===== src/rtl/call_stack_ctrl.sv =====
// call_stack_ctrl
//   Subroutine CALL/RET sequencer that drives an external hardware stack.
//   On CALL it pushes the return address (PC_IN+1) and then loads TARGET
//   into the PC. On RET it pops the stack and then loads the popped word
//   into the PC. A CALL against a full stack or a RET against an empty
//   stack parks the controller in a sticky FAULT state until CLR_FAULT.
//
//   Optional feature macro: DEPTH_COUNT_EN
//     When defined, an extra LEVEL output tracks the stack occupancy.
//     The counter saturates at 0 and at all-ones.
//
// Ports
//   CLK, RST          clock, asynchronous active-high reset
//   CALL, RET         requests, sampled only in IDLE (CALL has priority)
//   TARGET, PC_IN     call target and current PC, latched with CALL
//   CLR_FAULT         leaves the FAULT state
//   PC_OUT, PC_LOAD   new PC value and its one-cycle load strobe
//   BUSY, FAULT       status; FAULT_CODE 01 overflow, 10 underflow
//   STK_DATA_IN       word to push
//   STK_CE, STK_nRW   stack enable, direction (1 push, 0 pop)
//   STK_DATA_OUT      pop data, valid the cycle after the pop edge
//   STK_FULL/EMPTY    stack flags
//   LEVEL             occupancy counter (DEPTH_COUNT_EN only)
module call_stack_ctrl #(
  parameter int DATA_WIDTH  = 8,
  parameter int LEVEL_WIDTH = 4
) (
  input  logic                   CLK,
  input  logic                   RST,
  input  logic                   CALL,
  input  logic                   RET,
  input  logic [DATA_WIDTH-1:0]  TARGET,
  input  logic [DATA_WIDTH-1:0]  PC_IN,
  input  logic                   CLR_FAULT,
  output logic [DATA_WIDTH-1:0]  PC_OUT,
  output logic                   PC_LOAD,
  output logic                   BUSY,
  output logic                   FAULT,
  output logic [1:0]             FAULT_CODE,
  output logic [DATA_WIDTH-1:0]  STK_DATA_IN,
  output logic                   STK_CE,
  output logic                   STK_nRW,
  input  logic [DATA_WIDTH-1:0]  STK_DATA_OUT,
  input  logic                   STK_FULL,
  input  logic                   STK_EMPTY
`ifdef DEPTH_COUNT_EN
  ,
  output logic [LEVEL_WIDTH-1:0] LEVEL
`endif
);

  typedef enum logic [2:0] {
    S_IDLE,
    S_PUSH,
    S_POP,
    S_WAIT,
    S_LOAD,
    S_FAULT
  } state_t;

  localparam logic [1:0] CODE_NONE      = 2'b00;
  localparam logic [1:0] CODE_OVERFLOW  = 2'b01;
  localparam logic [1:0] CODE_UNDERFLOW = 2'b10;

  state_t                  state_q;
  state_t                  state_d;
  logic [DATA_WIDTH-1:0]   target_q;
  logic [DATA_WIDTH-1:0]   ret_q;
  logic [DATA_WIDTH-1:0]   pc_out_q;
  logic [1:0]              fault_code_q;

  // State register
  always_ff @(posedge CLK or posedge RST) begin
    if (RST) begin
      state_q <= S_IDLE;
    end else begin
      state_q <= state_d;
    end
  end

  // Next-state decode; CALL beats RET when both are present in IDLE
  always_comb begin
    state_d = state_q;
    case (state_q)
      S_IDLE: begin
        if (CALL) begin
          state_d = STK_FULL ? S_FAULT : S_PUSH;
        end else if (RET) begin
          state_d = STK_EMPTY ? S_FAULT : S_POP;
        end
      end
      S_PUSH:  state_d = S_LOAD;
      S_POP:   state_d = S_WAIT;
      S_WAIT:  state_d = S_LOAD;
      S_LOAD:  state_d = S_IDLE;
      S_FAULT: begin
        if (CLR_FAULT) begin
          state_d = S_IDLE;
        end
      end
      default: state_d = S_IDLE;
    endcase
  end

  // Address and fault-code registers
  always_ff @(posedge CLK or posedge RST) begin
    if (RST) begin
      target_q     <= '0;
      ret_q        <= '0;
      pc_out_q     <= '0;
      fault_code_q <= CODE_NONE;
    end else begin
      case (state_q)
        S_IDLE: begin
          if (CALL) begin
            if (STK_FULL) begin
              fault_code_q <= CODE_OVERFLOW;
            end else begin
              target_q <= TARGET;
              // Natural wrap: PC 0xFF returns to 0x00
              ret_q    <= PC_IN + DATA_WIDTH'(1);
            end
          end else if (RET && STK_EMPTY) begin
            fault_code_q <= CODE_UNDERFLOW;
          end
        end
        S_PUSH:  pc_out_q <= target_q;
        // Pop data arrives one cycle after the pop edge, so it is taken here
        S_WAIT:  pc_out_q <= STK_DATA_OUT;
        S_FAULT: begin
          if (CLR_FAULT) begin
            fault_code_q <= CODE_NONE;
          end
        end
        default: ;
      endcase
    end
  end

`ifdef DEPTH_COUNT_EN
  logic [LEVEL_WIDTH-1:0] level_q;

  function automatic logic [LEVEL_WIDTH-1:0] level_inc_sat(
    input logic [LEVEL_WIDTH-1:0] v
  );
    return (&v) ? v : v + LEVEL_WIDTH'(1);
  endfunction

  function automatic logic [LEVEL_WIDTH-1:0] level_dec_sat(
    input logic [LEVEL_WIDTH-1:0] v
  );
    return (v == '0) ? v : v - LEVEL_WIDTH'(1);
  endfunction

  // Occupancy tracks the edge that actually commits the stack access
  always_ff @(posedge CLK or posedge RST) begin
    if (RST) begin
      level_q <= '0;
    end else if (state_q == S_PUSH) begin
      level_q <= level_inc_sat(level_q);
    end else if (state_q == S_POP) begin
      level_q <= level_dec_sat(level_q);
    end
  end

  assign LEVEL = level_q;
`endif

  // Moore outputs: the stack strobe depends on state only, so reset
  // removes it immediately
  assign STK_CE      = (state_q == S_PUSH) || (state_q == S_POP);
  assign STK_nRW     = (state_q == S_PUSH);
  assign STK_DATA_IN = ret_q;
  assign PC_OUT      = pc_out_q;
  assign PC_LOAD     = (state_q == S_LOAD);
  assign BUSY        = (state_q != S_IDLE);
  assign FAULT       = (state_q == S_FAULT);
  assign FAULT_CODE  = fault_code_q;

endmodule

===== config.mk =====
export PLATFORM = sky130hd
export DESIGN_NAME = call_stack_ctrl
export DESIGN_NICKNAME = d
export VERILOG_FILES = /design/src/rtl/call_stack_ctrl.sv
export SDC_FILE = /design/constraint.sdc
export NUM_CORES = 1
export LEC_CHECK = 0
export ABC_AREA = 1
export BUFFER_PORTS_ARGS = -buffer_cell sky130_fd_sc_hd__buf_2
export CORE_MARGIN = 2
export CORE_UTILIZATION = 40
export DETAILED_ROUTE_END_ITERATION = 7
export PLACE_DENSITY = 0.66
export RECOVER_POWER = 100
export SYNTH_ARGS = -nofsm -noshare
export SYNTH_HDL_FRONTEND = slang
export SYNTH_SLANG_ARGS = --single-unit
export TNS_END_PERCENT = 1

===== constraint.sdc =====
create_clock -name CLK -period 1.35 [get_ports CLK]
set_input_delay 0.0675 -clock CLK [delete_from_list [all_inputs] [get_ports CLK]]
set_output_delay 0.0675 -clock CLK [all_outputs]
set_load 0.005 [all_outputs]

### Word level (Yosys, flattened, before mapping)

Cells that the tools add are included.

| storage, ports and cells | value |
|---|---|
| register bits after elaboration | 29 |
| input bits | 31 |
| output and inout port bits | 23 |
| word-level logic and storage cells | 38 |

| cells by class | value |
|---|---|
| add/sub/neg operators | 1 |
| equality and inequality tests | 9 |
| muxes and demuxes | 12 |
| bitwise operators | 1 |
| reductions and logical operators | 10 |

Operators by type and width:

| kind | number |
|---|---|
| $pmux W8 S2 | 1 |
| $mux W3 | 5 |
| $pmux W3 S4 | 1 |
| $ne A3 B3 Y1 const B | 3 |
| $add A8 B1 Y8 const B | 1 |
| $mux W2 | 4 |
| $eq A3 B2 Y1 const B | 2 |
| $eq A3 B3 Y1 const B | 2 |
| $pmux W2 S2 | 1 |
| $reduce_and A4 Y1 | 1 |
| $reduce_bool A2 Y1 | 2 |
| $eq A3 B1 Y1 const B | 1 |
| $logic_not A3 Y1 | 1 |
| $reduce_and A3 Y1 | 1 |
| $reduce_bool A3 Y1 | 1 |
| $ne A2 B2 Y1 const B | 1 |
| $reduce_and A2 Y1 | 1 |
| $reduce_or A2 Y1 | 1 |
| $logic_and A1 B1 Y1 | 1 |
| $logic_or A1 B1 Y1 | 1 |
| $not A1 Y1 | 1 |

### Longest topological paths before layout

| logic depth | value |
|---|---|
| depth after elaboration | 4 |
| gate-level depth with buffers | 8 |
| mapped depth without buffers | 7 |

### Worst setup path before layout

Ideal clock, no wire load.

| timing path | value |
|---|---|
| path type | reg2reg |
| start | register state_q[0] |
| end | register ret_q[2], in the netlist STK_DATA_IN[2] |
| setup time | 0.122 ns |
| data arrival time | 1.120 ns |
| data required time | 1.228 ns |
| setup slack | 0.109 ns |
| cell stages (with the launch flop) | 8 |
| path buffers | 1 |
| period minus slack after synthesis | 1.241 ns |
| cells stage by stage | dfrtp_1 > nor2_1 > nand2_2 > nor2_2 > inv_2 > buf_4 > nand2_1 > o21ai_2 |

| on the way | value |
|---|---|
| word-level cells in the longest chain between the ends | 2 |

RTL lines:

| element | RTL line | source |
|---|---|---|
| from (decl) | 65 | `state_t state_q;` |
| from (signal assigned) | 77 | `state_q <= state_d;` |
| $logic_not A3 Y1 | 113 | `case (state_q)` |
| $reduce_and A3 Y1 (no line) | - |  |
| to (signal assigned) | 121 | `ret_q <= PC_IN + DATA_WIDTH'(1);` |
| to (decl) | 68 | `logic [DATA_WIDTH-1:0] ret_q;` |

No other way between the ends.
A chain may end at the register's enable or synchronous reset.

### Final worst setup path

| timing path | value |
|---|---|
| start | register state_q[0] |
| end | output port STK_CE |

| on the way | value |
|---|---|
| word-level cells in the longest chain between the ends | 2 |
| elaborated cells on any way between the ends | 3 |
| classes of those cells | eq/ne (2); reduce/logical (1) |

RTL lines:

| element | RTL line | source |
|---|---|---|
| $eq A3 B1 Y1 or $eq A3 B2 Y1 (tied branches) | 171 | `assign STK_CE = (state_q == S_PUSH) \|\| (state_q == S_POP);` |
| $logic_or A1 B1 Y1 * | 171 |  |
| to (decl) | 41 | `output logic STK_CE,` |

Every way passes the cells marked *; elsewhere a longest branch is shown, timed or not.

==> results.toml <==
[logic_synthesis]
ys_warn_count = 0
synth_fp_nets = 218
synth_top_cell_area_share_pct = 50.6
ys_seq_elements = 29
yosys_most_used_dff = "dfrtp_1"
synth.largest_area_cell = "dfrtp_1"
yosysMostFrequentCell = "nand2_1"
synthCells = 186
synthesis.area_um2 = 1440
ys_seq_area_share_pct = 50.6
netlist_top_cells_count = "64 x nand2_1, 29 x dfrtp_1, 24 x inv_1, 22 x o21ai_0, 12 x nand3_1"
synth_edf_count = 0
synth.distinct_cells = 22
synthArstFlopShare_pct = 100
yosys-top-cells-area = "dfrtp_1 51%, nand2_1 17%, o21ai_0 7.7%, inv_1 6.3%, nand3_1 4.2%"
syn_avg_cell_area_um2 = 7.72

[route]
wl_per_cell_um = 10.1
drtIter0Drc = 65
routed_wl_um = 3080
firstDrtPassIters = 4
post-route-drc-count = 0
vias = 1346
postRouteAntennaNets = 0
vias_per_cell = 4.43

[floorplan]
ioPinCount = 54
start_util_pct = 42.3
dieArea_um2 = 4080
die_y_um = 63.9
dieWidth_um = 63.9
core_area_um2 = 3390
rows = 21

[power]
power.total_uw = 3540
p_sw_uw = 1350
clkPwrFrac_pct = 15.0
p_per_area_nw_per_um2 = 1830
seq_power_share_pct = 41.0
combPwrFrac_pct = 44.0
power.internal_uw = 2200
netSwitchingFraction_pct = 38.0
vdd_drop_max_mv = 0.750
p_leak_uw = 0.00109

[placed_design]
dpl_cell_area_um2 = 1770
port_buffers = 53
hpwl_um = 2280
gp_congestion = 0.761

[timing]
finalHoldViolCount = 0
max_slew_margin_pct = 53.1
rsz0062_at_grt = "true"
max_freq_mhz = 769
tightest_slew_ps = 704
fin_setup_tns_ps = 0
skew_ps = 10.2
setup-violations-final = 0
period_needed_ps = 1300
fin_crit_sh_pct = 96.3
slew_viol_final = 0

[cts]
clk_pin_slew_ps = 90
cts_root_buf = "clkbuf_4"
clk_path_buf_depth = 2
clock_sinks = 29
cts_made_buffers = 5
cts_tree = "built"
clkLatencyLatePin_ps = 330
h-tree-depth = 2

[setup_path]
r2r_end = "target_q[0]"
r2r_start = "state_q[1]"
cp_data_required_time_ps = 1280
worstPathArrival_ps = 1230
cp-startpoint = "state_q[0]"
end_kind = "output pin"
critPathMaxFanout = 5
start_kind = "register"
reg2reg_slack_ps = 120
rr_worst_depth = 5
crit_type = "reg -> out"

[finish]
finish.instance_area_um2 = 1930
drive_above_1_share_pct = 28.3
diodes = 0
syn_to_final_growth_pct = 34.8
finalNetCount = 290

[global_routing]
grt_antenna_before_repair = 0
gr-usage-all-layers_pct = 16.9
grt_start_max_net_pins = 30
grt_pass1_wl_um = 5260
grt_pass1_vias = 1211
grt_remaining_overflow = 0

[worst_hold_path]
hold_path_startpoint = "CLR_FAULT"
holdPathEnd = "state_q[0]"
whs_path_depth = 4
hold_path_class = "in -> reg"

[run_status]
status = "complete, no violations"

[job]
maxCapViolations = 0
## layer usage
| metal | track usage (%) | vias up | share of wire, % |
|---|---|---|---|
| li1 | - | 722 | - |
| met1 | 21.8 | 579 | 45 |
| met2 | 25.9 | 37 | 47 |
| met3 | 4.23 | 8 | 5.8 |
| met4 | 8.97 | 0 | 2.4 |
| met5 | 0 | - | 0 |
## area by class of cell
class                           instances  area (um2)
Inverter                               26         100
Timing Repair Buffer                   70         410
Sequential cell                        29         726
Multi-Input combinational cell        126         586
Tap cell                               46        57.6
Clock buffer                            7        55.1
Fill cell                             353        1460
## repair_timing
item / 4_1_cts / 5_1_grt
hold buffers: 10 / 0
pin swaps: 0 / 1
setup buffers: 1 / 0
gates resized for setup: 0 / 3
setup endpoints to repair: 1 / 10
hold endpoints to repair: 38 / 0
## worst max-delay path: stages, from the launching register on
cell and delay [ps]:
dfrtp_1 390, buf_4 150, nor2_1 120, nand2_1 80, nand2_1 60, buf_2 110
## cells by family after synthesis
kind of cell / Yosys count / synth area share, %
simple gates: 91 / 26.1
compound gates: 31 / 11.7
buf+inv: 31 / 8.98
flops: 29 / 50.6
xor+xnor: 3 / 1.83
fa+ha+maj: 1 / 0.872
## through the flow
stage / hold WS (ps) / setup slack [ps] / instances / utilization [%]
finish: 22.2 / 49.6 / 304 / 57.1
global route: 38.4 / -14.7 / 304 / 57.1
global placement: 157 / 60.6 / 286 / 52.3
floorplan: 146 / 109 / 186 / -
detailed placement: 155 / 60.1 / 286 / 52.3
CTS: 12.7 / 28.6 / 304 / 57.1
## worst max path at each step
stage / endpoint / cells after the start
6_report: STK_CE / 5
5_1_grt: STK_CE / 5
4_1_cts: STK_CE / 5
3_5_place_dp: FAULT_CODE[1] / 7
3_3_place_gp: FAULT_CODE[1] / 7
2_1_floorplan: STK_DATA_IN[2] / 7
## flip-flops by register name (all words and copies together) (netlist names)
| name | cells |
|---|---|
| STK_DATA_IN | 8 |
| FAULT_CODE | 2 |
| state_q | 3 |
| PC_OUT | 8 |
| target_q | 8 |
## placed cells by master, fill, tap and decap left out, types with 2 or more instances in the layout
| cell | count |
|---|---|
| inv_2 | 2 |
| inv_1 | 23 |
| o21ai_1 | 5 |
| dfrtp_1 | 29 |
| nor2_2 | 2 |
| nand3_2 | 2 |
| buf_2 | 49 |
| buf_4 | 6 |
| clkbuf_1 | 5 |
| o21ai_0 | 22 |
| xor2_1 | 2 |
| o21ai_2 | 2 |
| nand3_1 | 11 |
| dlygate4sd3_1 | 10 |
| nor2_1 | 9 |
| clkbuf_4 | 5 |
| nand2_1 | 64 |
## power by group through the flow
stage | sequential [uW] | combinational [uW] | clock, uW
global route | 1500 | 1830 | 598
finish | 1450 | 1560 | 533
global placement | 1460 | 1510 | 0
detailed placement | 1470 | 1540 | 0
CTS | 1450 | 1580 | 551
floorplan | 1490 | 935 | 0
Power figures use the tool's default switching activity.
